## config.mk

```make
export PLATFORM = sky130hd
export DESIGN_NAME = ref_pix_ar_issue_ctrl_flat
export DESIGN_NICKNAME = d
export VERILOG_FILES = /design/src/rtl/ref_pix_ar_issue_ctrl_if.sv /design/src/rtl/ref_pix_ar_issue_ctrl.sv /design/src/flat_wrapper.sv
export SDC_FILE = /design/constraint.sdc
export NUM_CORES = 1
export LEC_CHECK = 0
export BUFFER_PORTS_ARGS = -buffer_cell sky130_fd_sc_hd__buf_2
export CORE_UTILIZATION = 50
export CTS_BUF_LIST = sky130_fd_sc_hd__clkbuf_8
export DETAILED_ROUTE_END_ITERATION = 12
export PLACE_DENSITY = 0.88
export SLEW_MARGIN = 10
export SYNTH_ARGS = -nofsm -noshare
export SYNTH_HDL_FRONTEND = slang
export SYNTH_SLANG_ARGS = --single-unit
export TNS_END_PERCENT = 10
```

## constraint.sdc

```tcl
create_clock -name clk -period 4.4 [get_ports clk]
set_clock_uncertainty 0.05 [all_clocks]
set_input_delay 0.88 -clock clk [delete_from_list [all_inputs] [get_ports clk]]
set_output_delay 0.88 -clock clk [all_outputs]
set_load 0.005 [all_outputs]
```

## src/rtl/ref_pix_ar_issue_ctrl_if.sv

```systemverilog
// ---------------------------------------------------------------------------
// ref_pix_ar_issue_ctrl_if
// Bundles the handshake and bus signals that the reference-pixel AR issue
// controller exchanges with its neighbours:
//   - AR FIFO read side   : ar_fifo_empty, ar_fifo_dout, ar_fifo_rd_en
//   - AXI read address    : axi_arvalid, axi_araddr, axi_arlen, axi_arready
//   - AXI read data       : axi_rvalid, axi_rlast, axi_rready
//   - cache fill handshake: fill_ready, fill_done
// The master modport is the controller's view; the slave modport is the
// view of the surrounding FIFO / interconnect / fill logic.
// ---------------------------------------------------------------------------
interface ref_pix_ar_issue_ctrl_if #(
    parameter int AXI_ADDR_WDTH = 32
);
    logic                     ar_fifo_empty;
    logic [AXI_ADDR_WDTH-1:0] ar_fifo_dout;
    logic                     ar_fifo_rd_en;

    logic                     axi_arvalid;
    logic [AXI_ADDR_WDTH-1:0] axi_araddr;
    logic [7:0]               axi_arlen;
    logic                     axi_arready;

    logic                     axi_rvalid;
    logic                     axi_rlast;
    logic                     axi_rready;

    logic                     fill_ready;
    logic                     fill_done;

    // Controller side
    modport master (
        input  ar_fifo_empty,
        input  ar_fifo_dout,
        output ar_fifo_rd_en,
        output axi_arvalid,
        output axi_araddr,
        output axi_arlen,
        input  axi_arready,
        input  axi_rvalid,
        input  axi_rlast,
        output axi_rready,
        input  fill_ready,
        output fill_done
    );

    // FIFO / interconnect / fill-logic side
    modport slave (
        output ar_fifo_empty,
        output ar_fifo_dout,
        input  ar_fifo_rd_en,
        input  axi_arvalid,
        input  axi_araddr,
        input  axi_arlen,
        output axi_arready,
        output axi_rvalid,
        output axi_rlast,
        input  axi_rready,
        output fill_ready,
        input  fill_done
    );
endinterface

```

## src/rtl/ref_pix_ar_issue_ctrl.sv

```systemverilog
// ---------------------------------------------------------------------------
// ref_pix_ar_issue_ctrl
// Miss-path sequencer for the reference-pixel cache. Pops line-miss
// addresses from the AR FIFO, issues each one as a fixed-length AXI read
// burst, limits the number of bursts in flight, and watches the R channel
// so that every completed burst produces exactly one fill_done pulse.
//
// Ports:
//   clk             clock
//   reset           asynchronous active-high reset
//   issue_enable    1 = new bursts may start; 0 = only finish the current AR
//   bus             ref_pix_ar_issue_ctrl_if.master (FIFO, AR, R, fill)
//   outstanding_cnt bursts issued but not yet completed
//   busy            FSM not IDLE or bursts still in flight
//   protocol_err    sticky R-channel protocol violation flag
// ---------------------------------------------------------------------------
module ref_pix_ar_issue_ctrl #(
    parameter int AXI_ADDR_WDTH   = 32,
    parameter int BURST_LEN       = 8,
    parameter int MAX_OUTSTANDING = 4,   // legal range 1..15
    parameter int ADDR_ALIGN      = 6
) (
    input  logic                           clk,
    input  logic                           reset,
    input  logic                           issue_enable,
    ref_pix_ar_issue_ctrl_if.master        bus,
    output logic [3:0]                     outstanding_cnt,
    output logic                           busy,
    output logic                           protocol_err
);

    localparam int BEAT_W = (BURST_LEN > 1) ? $clog2(BURST_LEN) : 1;
    localparam logic [BEAT_W-1:0]        LAST_BEAT  = BEAT_W'(BURST_LEN - 1);
    localparam logic [3:0]               MAX_OUT    = 4'(MAX_OUTSTANDING);
    localparam logic [AXI_ADDR_WDTH-1:0] ALIGN_MASK =
        ~((AXI_ADDR_WDTH'(1) << ADDR_ALIGN) - AXI_ADDR_WDTH'(1));

    typedef enum logic [1:0] {
        IDLE  = 2'd0,
        POP   = 2'd1,
        ISSUE = 2'd2
    } state_t;

    state_t                     state_q;
    state_t                     state_d;
    logic                       rd_en_q;
    logic [AXI_ADDR_WDTH-1:0]   araddr_q;
    logic [BEAT_W-1:0]          beat_cnt;
    logic                       fill_done_q;

    logic                       can_issue;
    logic                       pop_start;
    logic                       addr_load;
    logic                       arvalid;
    logic                       ar_hs;

    logic                       r_beat;
    logic                       r_orphan;
    logic                       r_counted;
    logic                       burst_end;
    logic                       len_err;

    // A new burst may only start when allowed, there is a miss waiting and
    // the in-flight budget has room left.
    assign can_issue = issue_enable && !bus.ar_fifo_empty
                       && (outstanding_cnt < MAX_OUT);

    // State register for the issue FSM.
    always_ff @(posedge clk or posedge reset) begin
        if (reset) begin
            state_q <= IDLE;
        end else begin
            state_q <= state_d;
        end
    end

    // Next-state logic. POP spans two cycles: the cycle carrying the pop
    // strobe, then the cycle where the FIFO data is valid and gets captured.
    always_comb begin
        state_d = state_q;
        case (state_q)
            IDLE:    if (can_issue)       state_d = POP;
            POP:     if (!rd_en_q)        state_d = ISSUE;
            ISSUE:   if (bus.axi_arready) state_d = IDLE;
            default:                      state_d = IDLE;
        endcase
    end

    // FSM output decode: pop request, address capture and AR valid.
    always_comb begin
        pop_start = 1'b0;
        addr_load = 1'b0;
        arvalid   = 1'b0;
        case (state_q)
            IDLE:    pop_start = can_issue;
            POP:     addr_load = !rd_en_q;
            ISSUE:   arvalid   = 1'b1;
            default: ;
        endcase
    end

    assign ar_hs = arvalid && bus.axi_arready;

    // Pop strobe is registered so it is a clean one-cycle pulse; the address
    // is aligned to the cache line as it is captured and then held until
    // the AR handshake.
    always_ff @(posedge clk or posedge reset) begin
        if (reset) begin
            rd_en_q  <= 1'b0;
            araddr_q <= '0;
        end else begin
            rd_en_q <= pop_start;
            if (addr_load) begin
                araddr_q <= bus.ar_fifo_dout & ALIGN_MASK;
            end
        end
    end

    // R-channel classification. A beat with nothing in flight is an orphan:
    // it is flagged but not counted, so it cannot retire a real burst.
    always_comb begin
        r_beat    = bus.axi_rvalid && bus.fill_ready;
        r_orphan  = r_beat && (outstanding_cnt == 4'd0);
        r_counted = r_beat && !r_orphan;
        burst_end = r_counted && bus.axi_rlast;
        len_err   = (burst_end && (beat_cnt != LAST_BEAT))
                    || (r_counted && !bus.axi_rlast && (beat_cnt == LAST_BEAT));
    end

    // Beat counter restarts on RLAST, and also after a full-length burst
    // that lacked RLAST so the next burst starts counting from zero.
    always_ff @(posedge clk or posedge reset) begin
        if (reset) begin
            beat_cnt <= '0;
        end else if (r_counted) begin
            if (bus.axi_rlast || (beat_cnt == LAST_BEAT)) begin
                beat_cnt <= '0;
            end else begin
                beat_cnt <= beat_cnt + BEAT_W'(1);
            end
        end
    end

    // In-flight burst counter. An AR handshake and a burst completion in
    // the same cycle cancel out. Decrements only come from counted beats,
    // so the counter cannot wrap below zero.
    always_ff @(posedge clk or posedge reset) begin
        if (reset) begin
            outstanding_cnt <= 4'd0;
        end else begin
            case ({ar_hs, burst_end})
                2'b10: if (outstanding_cnt < MAX_OUT)
                           outstanding_cnt <= outstanding_cnt + 4'd1;
                2'b01: outstanding_cnt <= outstanding_cnt - 4'd1;
                default: ;
            endcase
        end
    end

    // One registered fill_done pulse per completed burst, and the sticky
    // protocol error flag.
    always_ff @(posedge clk or posedge reset) begin
        if (reset) begin
            fill_done_q  <= 1'b0;
            protocol_err <= 1'b0;
        end else begin
            fill_done_q <= burst_end;
            if (r_orphan || len_err) begin
                protocol_err <= 1'b1;
            end
        end
    end

    assign bus.ar_fifo_rd_en = rd_en_q;
    assign bus.axi_arvalid   = arvalid;
    assign bus.axi_araddr    = araddr_q;
    assign bus.axi_arlen     = 8'(BURST_LEN - 1);
    assign bus.axi_rready    = bus.fill_ready;
    assign bus.fill_done     = fill_done_q;
    assign busy              = (state_q != IDLE) || (outstanding_cnt != 4'd0);

endmodule

```

## src/flat_wrapper.sv

```systemverilog
// flat-port wrapper written by rule: the top's interface ports become plain ports
module ref_pix_ar_issue_ctrl_flat 
#(
    parameter int AXI_ADDR_WDTH   = 32,
    parameter int BURST_LEN       = 8,
    parameter int MAX_OUTSTANDING = 4,                       
    parameter int ADDR_ALIGN      = 6
)
  (clk, reset, issue_enable, outstanding_cnt, busy, protocol_err, bus_ar_fifo_empty, bus_ar_fifo_dout, bus_ar_fifo_rd_en, bus_axi_arvalid, bus_axi_araddr, bus_axi_arlen, bus_axi_arready, bus_axi_rvalid, bus_axi_rlast, bus_axi_rready, bus_fill_ready, bus_fill_done);
  ref_pix_ar_issue_ctrl_if #(.AXI_ADDR_WDTH(AXI_ADDR_WDTH)) bus_i ();
  input  logic clk;
  input  logic reset;
  input  logic issue_enable;
  output logic [3:0] outstanding_cnt;
  output logic busy;
  output logic protocol_err;
  input wire logic [$bits(bus_i.ar_fifo_empty)-1:0] bus_ar_fifo_empty;
  input wire logic [$bits(bus_i.ar_fifo_dout)-1:0] bus_ar_fifo_dout;
  output wire logic [$bits(bus_i.ar_fifo_rd_en)-1:0] bus_ar_fifo_rd_en;
  output wire logic [$bits(bus_i.axi_arvalid)-1:0] bus_axi_arvalid;
  output wire logic [$bits(bus_i.axi_araddr)-1:0] bus_axi_araddr;
  output wire logic [$bits(bus_i.axi_arlen)-1:0] bus_axi_arlen;
  input wire logic [$bits(bus_i.axi_arready)-1:0] bus_axi_arready;
  input wire logic [$bits(bus_i.axi_rvalid)-1:0] bus_axi_rvalid;
  input wire logic [$bits(bus_i.axi_rlast)-1:0] bus_axi_rlast;
  output wire logic [$bits(bus_i.axi_rready)-1:0] bus_axi_rready;
  input wire logic [$bits(bus_i.fill_ready)-1:0] bus_fill_ready;
  output wire logic [$bits(bus_i.fill_done)-1:0] bus_fill_done;
  assign bus_i.ar_fifo_empty = bus_ar_fifo_empty;
  assign bus_i.ar_fifo_dout = bus_ar_fifo_dout;
  assign bus_ar_fifo_rd_en = bus_i.ar_fifo_rd_en;
  assign bus_axi_arvalid = bus_i.axi_arvalid;
  assign bus_axi_araddr = bus_i.axi_araddr;
  assign bus_axi_arlen = bus_i.axi_arlen;
  assign bus_i.axi_arready = bus_axi_arready;
  assign bus_i.axi_rvalid = bus_axi_rvalid;
  assign bus_i.axi_rlast = bus_axi_rlast;
  assign bus_axi_rready = bus_i.axi_rready;
  assign bus_i.fill_ready = bus_fill_ready;
  assign bus_fill_done = bus_i.fill_done;
  ref_pix_ar_issue_ctrl #(.AXI_ADDR_WDTH(AXI_ADDR_WDTH), .BURST_LEN(BURST_LEN), .MAX_OUTSTANDING(MAX_OUTSTANDING), .ADDR_ALIGN(ADDR_ALIGN)) u_core (.clk(clk), .reset(reset), .issue_enable(issue_enable), .bus(bus_i), .outstanding_cnt(outstanding_cnt), .busy(busy), .protocol_err(protocol_err));
endmodule
```

== Word level (Yosys, flattened, before mapping) ==
Index checks and enable logic that the tools add are counted.

* Register bits: 38
* Input port bits: 40
* Output and inout bits: 50
* Logic and storage cells: 56

* Add/sub/neg operators: 3
* Magnitude comparators: 1
* Equality and inequality tests: 10
* Muxes and demuxes: 10
* Reductions and logical operators: 25

{| class="wikitable"
|+ Operators with widths
! operator !! count
|-
| $logic_and A1 B1 Y1 || 10
|-
| $pmux W4 S2 || 1
|-
| $mux W2 || 3
|-
| $pmux W2 S3 || 1
|-
| $add A4 B1 Y4 const B || 1
|-
| $eq A2 B1 Y1 const B || 2
|-
| $eq A2 B2 Y1 const B || 2
|-
| $logic_not A1 Y1 || 4
|-
| $logic_not A4 Y1 || 1
|-
| $logic_or A1 B1 Y1 || 4
|-
| $lt A4 B3 Y1 const B || 1
|-
| $mux W4 || 1
|-
| $ne A2 B1 Y1 const B || 2
|-
| $ne A2 B2 Y1 const B || 2
|-
| $reduce_bool A2 Y1 || 2
|-
| $reduce_bool A4 Y1 || 1
|-
| $sub A4 B1 Y4 const B || 1
|-
| $add A3 B1 Y3 const B || 1
|-
| $eq A3 B3 Y1 const B || 1
|-
| $mux W1 || 3
|-
| $mux W3 || 1
|-
| $ne A3 B3 Y1 const B || 1
|-
| $reduce_and A3 Y1 || 1
|-
| $logic_not A2 Y1 || 1
|-
| $reduce_and A2 Y1 || 1
|}

== Longest topological paths before layout ==
Gate-level depths: netlist of run 1.

* Word-level depth: 8
* Gate-level depth with buffers: 7
* Depth with buffers taken out: 7

== Worst setup path before layout of run 1 ==
No wires, ideal clock.

* Path type: input to register
* From: input bus_axi_rvalid
* To: register u_core.outstanding_cnt[2]
* Library setup time: 127 ps
* Arrival time: 2,002 ps
* Required time: 4,223 ps
* Path slack: 2,222 ps
* Stages: 7
* Path buffers: 0
* Cell sequence: and3_1 > nand3_2 > or2_2 > nand2_1 > ha_1 > nor4_1 > a221o_2

* Cells in the longest elaborated chain, start to end: 8
* Elaborated cells on any way between the ends: 11
* Classes of those cells: eq/ne: 3; mux: 1; reduce/logical: 7

{| class="wikitable"
|+ Ends and longest elaborated chain
! item !! line !! RTL
|-
| from (decl) || flat_wrapper.sv:24 || <nowiki>input wire logic [$bits(bus_i.axi_rvalid)-1:0] bus_axi_rvalid;</nowiki>
|-
| $logic_and A1 B1 Y1 (*) || ref_pix_ar_issue_ctrl.sv:122 || <nowiki>r_beat = bus.axi_rvalid && bus.fill_ready;</nowiki>
|-
| $logic_and A1 B1 Y1 || ref_pix_ar_issue_ctrl.sv:123 || <nowiki>r_orphan = r_beat && (outstanding_cnt == 4'd0);</nowiki>
|-
| $logic_not A1 Y1 || ref_pix_ar_issue_ctrl.sv:124 || <nowiki>r_counted = r_beat && !r_orphan;</nowiki>
|-
| $logic_and A1 B1 Y1 (*) || ref_pix_ar_issue_ctrl.sv:124 ||
|-
| $logic_and A1 B1 Y1 (*) || ref_pix_ar_issue_ctrl.sv:125 || <nowiki>burst_end = r_counted && bus.axi_rlast;</nowiki>
|-
| $eq A2 B2 Y1 or $eq A2 B1 Y1 (tied branches) || ref_pix_ar_issue_ctrl.sv:151 || <nowiki>case ({ar_hs, burst_end})</nowiki>
|-
| $ne A2 B1 Y1 (no source line) or $reduce_bool A2 Y1 (tied branches) || - ||
|-
| $reduce_and A2 Y1 (no source line) || - ||
|-
| to (signal assigned) || ref_pix_ar_issue_ctrl.sv:153 || <nowiki>outstanding_cnt <= outstanding_cnt + 4'd1;</nowiki>
|-
| to (signal assigned) || ref_pix_ar_issue_ctrl.sv:154 || <nowiki>2'b01: outstanding_cnt <= outstanding_cnt - 4'd1;</nowiki>
|-
| to (decl) || ref_pix_ar_issue_ctrl.sv:27 || <nowiki>output logic [3:0] outstanding_cnt,</nowiki>
|}

Mark *: on every way between the ends. The rest lies on a longest branch, timed or not.
A chain may end at the register's enable or synchronous reset.

== Final worst setup path of run 1 ==
* From: register u_core.outstanding_cnt[2]
* To: output busy

* Cells in the longest elaborated chain, start to end: 2

{| class="wikitable"
|+ Ends and longest elaborated chain
! item !! line !! RTL
|-
| $reduce_bool A4 Y1 || ref_pix_ar_issue_ctrl.sv:180 || <nowiki>assign busy = (state_q != IDLE) || (outstanding_cnt != 4'd0);</nowiki>
|-
| $logic_or A1 B1 Y1 || ref_pix_ar_issue_ctrl.sv:180 ||
|-
| to (decl) || flat_wrapper.sv:15 || <nowiki>output logic busy;</nowiki>
|}

Every way passes these cells.

==> reports/summary.txt, run 1 <==
==================================================================================
Vias in the first global route ......................................         1021
Critical Path, Cell by Cell ......................................... nor4_1 -> nand2_1 -> buf_2
Final std cells w/o fill ............................................          248
Setup_tns ...........................................................         0 ns
Total power per unit cell area ......................................   585 nW/µm²
Distinct cells, synth ...............................................           32
Port-buffer cells ...................................................           69
IO Count ............................................................           90
Unrepaired setup endpoints after global routing .....................           no
Clock Latency Late Sink .............................................      0.29 ns
Kind of critical path ............................................... flop to output pin
Starting density of the core ........................................        54.1%
Worst Hold Depth ....................................................            1
Final worst setup slack .............................................      1.89 ns
Fin nets ............................................................          246
Instance count on the critical path .................................            3
First drt pass iteration count ......................................            4
Result of the run ................................................... finished, final reports clean
Number of clock sinks seen by CTS ...................................           38
Final period demand of the worst path ...............................      2.51 ns
Worst Max-Slew Pin Slew .............................................     0.602 ns
Combinational cell fraction of total power ..........................        33.0%
RePlAce Congestion ..................................................        0.680
Leakage Power .......................................................      1.13 nW
Clock tree from TritonCTS ...........................................         done
Peak supply drop ....................................................       292 µV
Maximum count of clock buffers along a single path ..................            2
Routed wire length per instance .....................................      11.8 µm
Setup crit end kind .................................................   output pin
Core Util, Final ....................................................        67.8%
Area of the mapped netlist ..........................................     1690 µm²
Depth of the worst register-to-register path ........................            6
Global-route wire length before repair ..............................      4470 µm
Final setup violation count .........................................            0
Worst setup SP type .................................................         flop
Final hold violation count ..........................................            0
Post-synthesis instance total .......................................          131
Critical Path Max Stage Delay .......................................      0.59 ns
Crit path buffers/inverters .........................................            1
Routed Wire Length ..................................................      2920 µm
Vias after detailed routing .........................................         1185
Switching power share of the total ..................................        29.7%
Remaining number of nets flagged by the antenna check after routing .            0
Depth of the CTS H-tree .............................................            2
Highest clock frequency the design can meet .........................    0.398 GHz
Most frequent cells in the layout ................................... buf_2, dfrtp_1, mux2_2, conb_1, nand2_1
Share of layout cells above drive strength 1 ........................        56.4%
Worst relative slew slack ...........................................        59.5%
Cell at the root of the clock tree ..................................     clkbuf_8
Antenna violations before repair ....................................            0
Core Box Area .......................................................     3130 µm²
Endpoint arrival time on the critical path ..........................      1.58 ns
Via-to-Cell Ratio ...................................................         4.78
Design Power ........................................................      1.24 mW
CTS Hold Buffers Added ..............................................            0
Die width ...........................................................      60.2 µm
Number of fillers in the final layout ...............................          250
Post-synthesis to final-layout area growth ..........................        25.4%
# Post-CTS Setup Buffers ............................................            0
Yosys warning count .................................................            0
Slowest cell on crit path ...........................................       nor4_1
Number of antenna cells inserted ....................................            0
Floorplan die height ................................................      60.2 µm
Part of the power in registers ......................................        48.0%
Net switching power .................................................     0.369 mW
Final count of pins violating max slew ..............................            0
Violation count after the first detailed-routing iteration ..........           34
Worst slack on hold paths ...........................................     0.431 ns
CTS-repair resized insts ............................................            0
Hold Path Class ..................................................... flop to flop
FF+latch count, synth ...............................................           38
All-layer global routing usage ......................................        17.6%
Part of the Yosys area used for sequential elements .................        56.2%
Pin count of the biggest net entering global routing ................           39
DP Worst Slack ......................................................      2.02 ns
Area enclosed by the die boundary ...................................     3620 µm²
Placed Cells incl. Taps .............................................          240
Area post-placement .................................................     2030 µm²
Data required time of the critical path .............................      3.47 ns
Per-instance average area after synthesis ...........................     12.9 µm²
Gr ovfl total .......................................................            0
Clock transition at the registers of the reported paths .............      0.07 ns
Most common cell after layout, fill and taps aside ..................        buf_2
Crit-path leading delay family ...................................... simple AND/OR/NAND/NOR gates
Reg-to-reg setup timing slack .......................................      2.38 ns
Clock buffers created by TritonCTS ..................................            5
Post-layout instance area ...........................................     2120 µm²
Total DRC errors in the routed layout ...............................            0
Num rows ............................................................           20
Count of maximum capacitance violations .............................            0
Post-detailed-placement half-perimeter wirelength ...................      2230 µm
Internal Dissipation ................................................     0.872 mW
Largest fanout on the critical path .................................            8
Clock share of power ................................................        19.0%
Final period util ...................................................        57.2%
==================================================================================
-- final timing paths --
kind	startpoint	to
setup / recovery	u_core.outstanding_cnt[2]	busy
hold / removal	u_core.protocol_err	u_core.protocol_err
setup reg to reg	u_core.outstanding_cnt[2]	u_core.outstanding_cnt[2]
hold reg to reg	u_core.protocol_err	u_core.protocol_err
max in group asynchronous	reset	u_core.bus.axi_araddr[30]
min in group asynchronous	reset	u_core.beat_cnt[0]
-- synth_stat cells --
cell	n	area [µm²]
nor3b_1	1	7.51
nor2_1	5	18.8
mux2i_1	1	10.0
dfrtp_1	38	951
nor3_1	1	5.00
or2_2	2	12.5
xor2_1	1	8.76
xnor2_1	1	8.76
conb_1	2	7.51
a21o_2	1	8.76
a221o_2	1	11.3
and4b_1	1	10.0
nor4_1	2	12.5
buf_4	15	113
nand3b_1	1	7.51
and3_1	1	6.26
mux2_2	26	293
ha_1	3	37.5
nand3_1	2	10.0
a21bo_2	1	10.0
or4_4	1	11.3
o21ai_0	2	10.0
inv_1	4	15.0
and2_2	1	7.51
buf_2	3	15.0
a21oi_1	2	10.0
mux2_4	1	15.0
nand2_1	7	26.3
a31oi_1	1	6.26
a31o_2	1	8.76
nand3_2	1	10.0
a21o_1	1	7.51
-- logic make-up (layout without fill, tap and decap cells) --
group,count (synthesis),count (layout),share of synthesized area (%)
DFF,38,38,56.2
muxes,28,28,18.8
and+or+nand+nor,26,26,8.58
buffers and inverters,22,83,8.43
AOI/OAI and AO/OA,10,10,4.29
adders and majority gates,3,3,2.22
other,2,14,0.444
xor gates and xnor gates,2,2,1.04
-- final cells by class --
type                    instances  area [µm²]  share of cell area, %
flip-flops and latches         38         951                   44.8
multi-input cells              83         648                   30.6
repair buffers                 71         360                   17.0
clock buffers                   6        82.6                   3.89
well taps                      44        55.1                   2.60
inverters                       4        15.0                  0.708
clock inverters                 2        8.76                  0.413
-- flip-flops by register name, summed over array words and instances (netlist names) --
name and cells:
u_core.beat_cnt 3, u_core.bus.ar_fifo_rd_en 1, u_core.bus.axi_araddr 26, u_core.bus.fill_done 1, u_core.outstanding_cnt 4, u_core.protocol_err 1, u_core.state_q 2
-- power groups by stage --
stage / Clock (mW) / Sequential, mW / Combinational [mW]
3_5_place_dp: 0 / 0.604 / 0.419
2_1_floorplan: 0 / 0.605 / 0.223
3_3_place_gp: 0 / 0.591 / 0.405
5_1_grt: 0.263 / 0.620 / 0.465
4_1_cts: 0.246 / 0.598 / 0.418
6_report: 0.236 / 0.595 / 0.409
-- routing by layer --
metal | global-route usage (%) | wire length [µm] | up-vias
met2 | 29.4 | 1410 | 59
li1 | - | - | 566
met4 | 6.98 | 27 | 0
met5 | 0 | 0 | -
met3 | 7.36 | 267 | 2
met1 | 19.7 | 1210 | 558
Power figures use the tool's default switching activity.
==> inputs of run 2 (changes only) <==
Settings changed: CORE_UTILIZATION 50 to 46, PLACE_DENSITY 0.88 to 0.82.
Clock period 4.4 ns to 2.6 ns, I/O delays scaled along.
==> reports/summary.txt, run 2 (same netlist as run 1, synthesis figures left out) <==
==================================================================================
Result of the run ................................................... finished, final reports clean
Data required time of the critical path .............................      2.03 ns
Number of clock sinks seen by CTS ...................................           38
Endpoint arrival time on the critical path ..........................      1.53 ns
Count of maximum capacitance violations .............................            0
Pin count of the biggest net entering global routing ................           39
Worst setup SP type .................................................         flop
Setup_tns ...........................................................         0 ns
Final count of pins violating max slew ..............................            0
CTS Hold Buffers Added ..............................................            0
Maximum count of clock buffers along a single path ..................            2
Floorplan die height ................................................      62.6 µm
Worst Max-Slew Pin Slew .............................................     0.554 ns
Total DRC errors in the routed layout ...............................            0
Slowest cell on crit path ...........................................       nor4_1
Worst relative slew slack ...........................................        62.7%
CTS-repair resized insts ............................................            0
Cell at the root of the clock tree ..................................     clkbuf_8
Remaining number of nets flagged by the antenna check after routing .            0
Kind of critical path ............................................... flop to output pin
Final period demand of the worst path ...............................      2.10 ns
Hold Path Class ..................................................... input port to async pin
Starting density of the core ........................................        49.1%
Number of antenna cells inserted ....................................            0
IO Count ............................................................           90
Peak supply drop ....................................................       452 µV
Post-layout instance area ...........................................     2120 µm²
Vias in the first global route ......................................         1029
Vias after detailed routing .........................................         1146
Flip-flop count of the largest register, all copies and words added .           26
All-layer global routing usage ......................................        15.2%
Area post-placement .................................................     2030 µm²
Final hold violation count ..........................................            0
Largest fanout on the critical path .................................            8
Core Box Area .......................................................     3440 µm²
Final std cells w/o fill ............................................          250
Final period util ...................................................        80.6%
Critical Path, Cell by Cell ......................................... nor4_1 -> nand2_1 -> buf_2
Gr ovfl total .......................................................            0
Placed Cells incl. Taps .............................................          242
Critical Path Max Stage Delay .......................................      0.56 ns
Area enclosed by the die boundary ...................................     3920 µm²
Fin nets ............................................................          246
Die width ...........................................................      62.6 µm
Clock Latency Late Sink .............................................      0.28 ns
Final setup violation count .........................................            0
Clock buffers created by TritonCTS ..................................            5
Share of layout cells above drive strength 1 ........................        56.4%
RePlAce Congestion ..................................................        0.703
Routed wire length per instance .....................................      11.0 µm
Clock tree from TritonCTS ...........................................         done
Port-buffer cells ...................................................           69
Clock transition at the registers of the reported paths .............      0.07 ns
# Post-CTS Setup Buffers ............................................            0
Post-synthesis to final-layout area growth ..........................        25.5%
Routed Wire Length ..................................................      2750 µm
First drt pass iteration count ......................................            4
Design Power ........................................................      2.08 mW
Highest clock frequency the design can meet .........................    0.477 GHz
Leakage Power .......................................................      1.13 nW
Most common cell after layout, fill and taps aside ..................        buf_2
Total power per unit cell area ......................................   979 nW/µm²
Antenna violations before repair ....................................            0
Num rows ............................................................           21
Global-route wire length before repair ..............................      4570 µm
Via-to-Cell Ratio ...................................................         4.58
Post-detailed-placement half-perimeter wirelength ...................      2080 µm
Violation count after the first detailed-routing iteration ..........           16
Setup crit end kind .................................................   output pin
Unrepaired setup endpoints after global routing .....................           no
Depth of the CTS H-tree .............................................            2
Most frequent cells in the layout ................................... buf_2, dfrtp_1, mux2_2, conb_1, nand2_1
==================================================================================
## run 2: cell counts in the layout (fill, tap and decap cells not counted)
No cell type changed its count.
## run 2: where the power goes
part	total, mW	switching [mW]	internal, mW
registers	0.998	0.155	0.843
logic	0.689	0.267	0.422
clock network	0.391	0.182	0.210
total	2.08	0.604	1.47
## run 2: routing by layer
layer,track usage (%),up-vias,part of all wire (%)
met5,0,-,0
met4,4.36,0,0
met1,19.0,526,45
met2,25.1,57,47
met3,5.11,0,7.1
li1,-,563,-
## run 2: through the flow
stage          setup slack, ns  util, %  hold WS [ns]
5_1_grt                  0.332     61.7         0.334
2_1_floorplan            0.666        -         0.407
3_5_place_dp             0.582     59.0         0.408
3_3_place_gp             0.608     59.0         0.399
6_report                 0.503     61.7         0.292
4_1_cts                  0.452     61.7         0.301
## run 2: final timing paths
check	from	to	slack (ns)	cells past startpoint
max in group asynchronous	reset	u_core.beat_cnt[1]	1.88	3
worst max-delay path	u_core.outstanding_cnt[2]	busy	0.50	3
min in group clk	bus_ar_fifo_dout[29]	u_core.bus.axi_araddr[29]	0.42	2
worst max register to register	u_core.outstanding_cnt[2]	u_core.outstanding_cnt[2]	0.56	6
worst min-delay path	reset	u_core.bus.axi_araddr[25]	0.29	3
worst min register to register	u_core.protocol_err	u_core.protocol_err	0.42	1
## run 2: critical path, delay by kind of cell, from the launching register on
family	cells	cell delay, ns
AND/OR/NAND/NOR	2	0.65
flip-flops	1	0.46
buffers and inverters	1	0.14
## run 2: cell type report
cell class,count,area [µm²]
fillers,285,1320
flip-flops and latches,38,951
clock inverters,2,8.76
inverters,4,15.0
clock buffers,6,82.6
multi-input cells,83,648
well taps,46,57.6
repair buffers,71,360
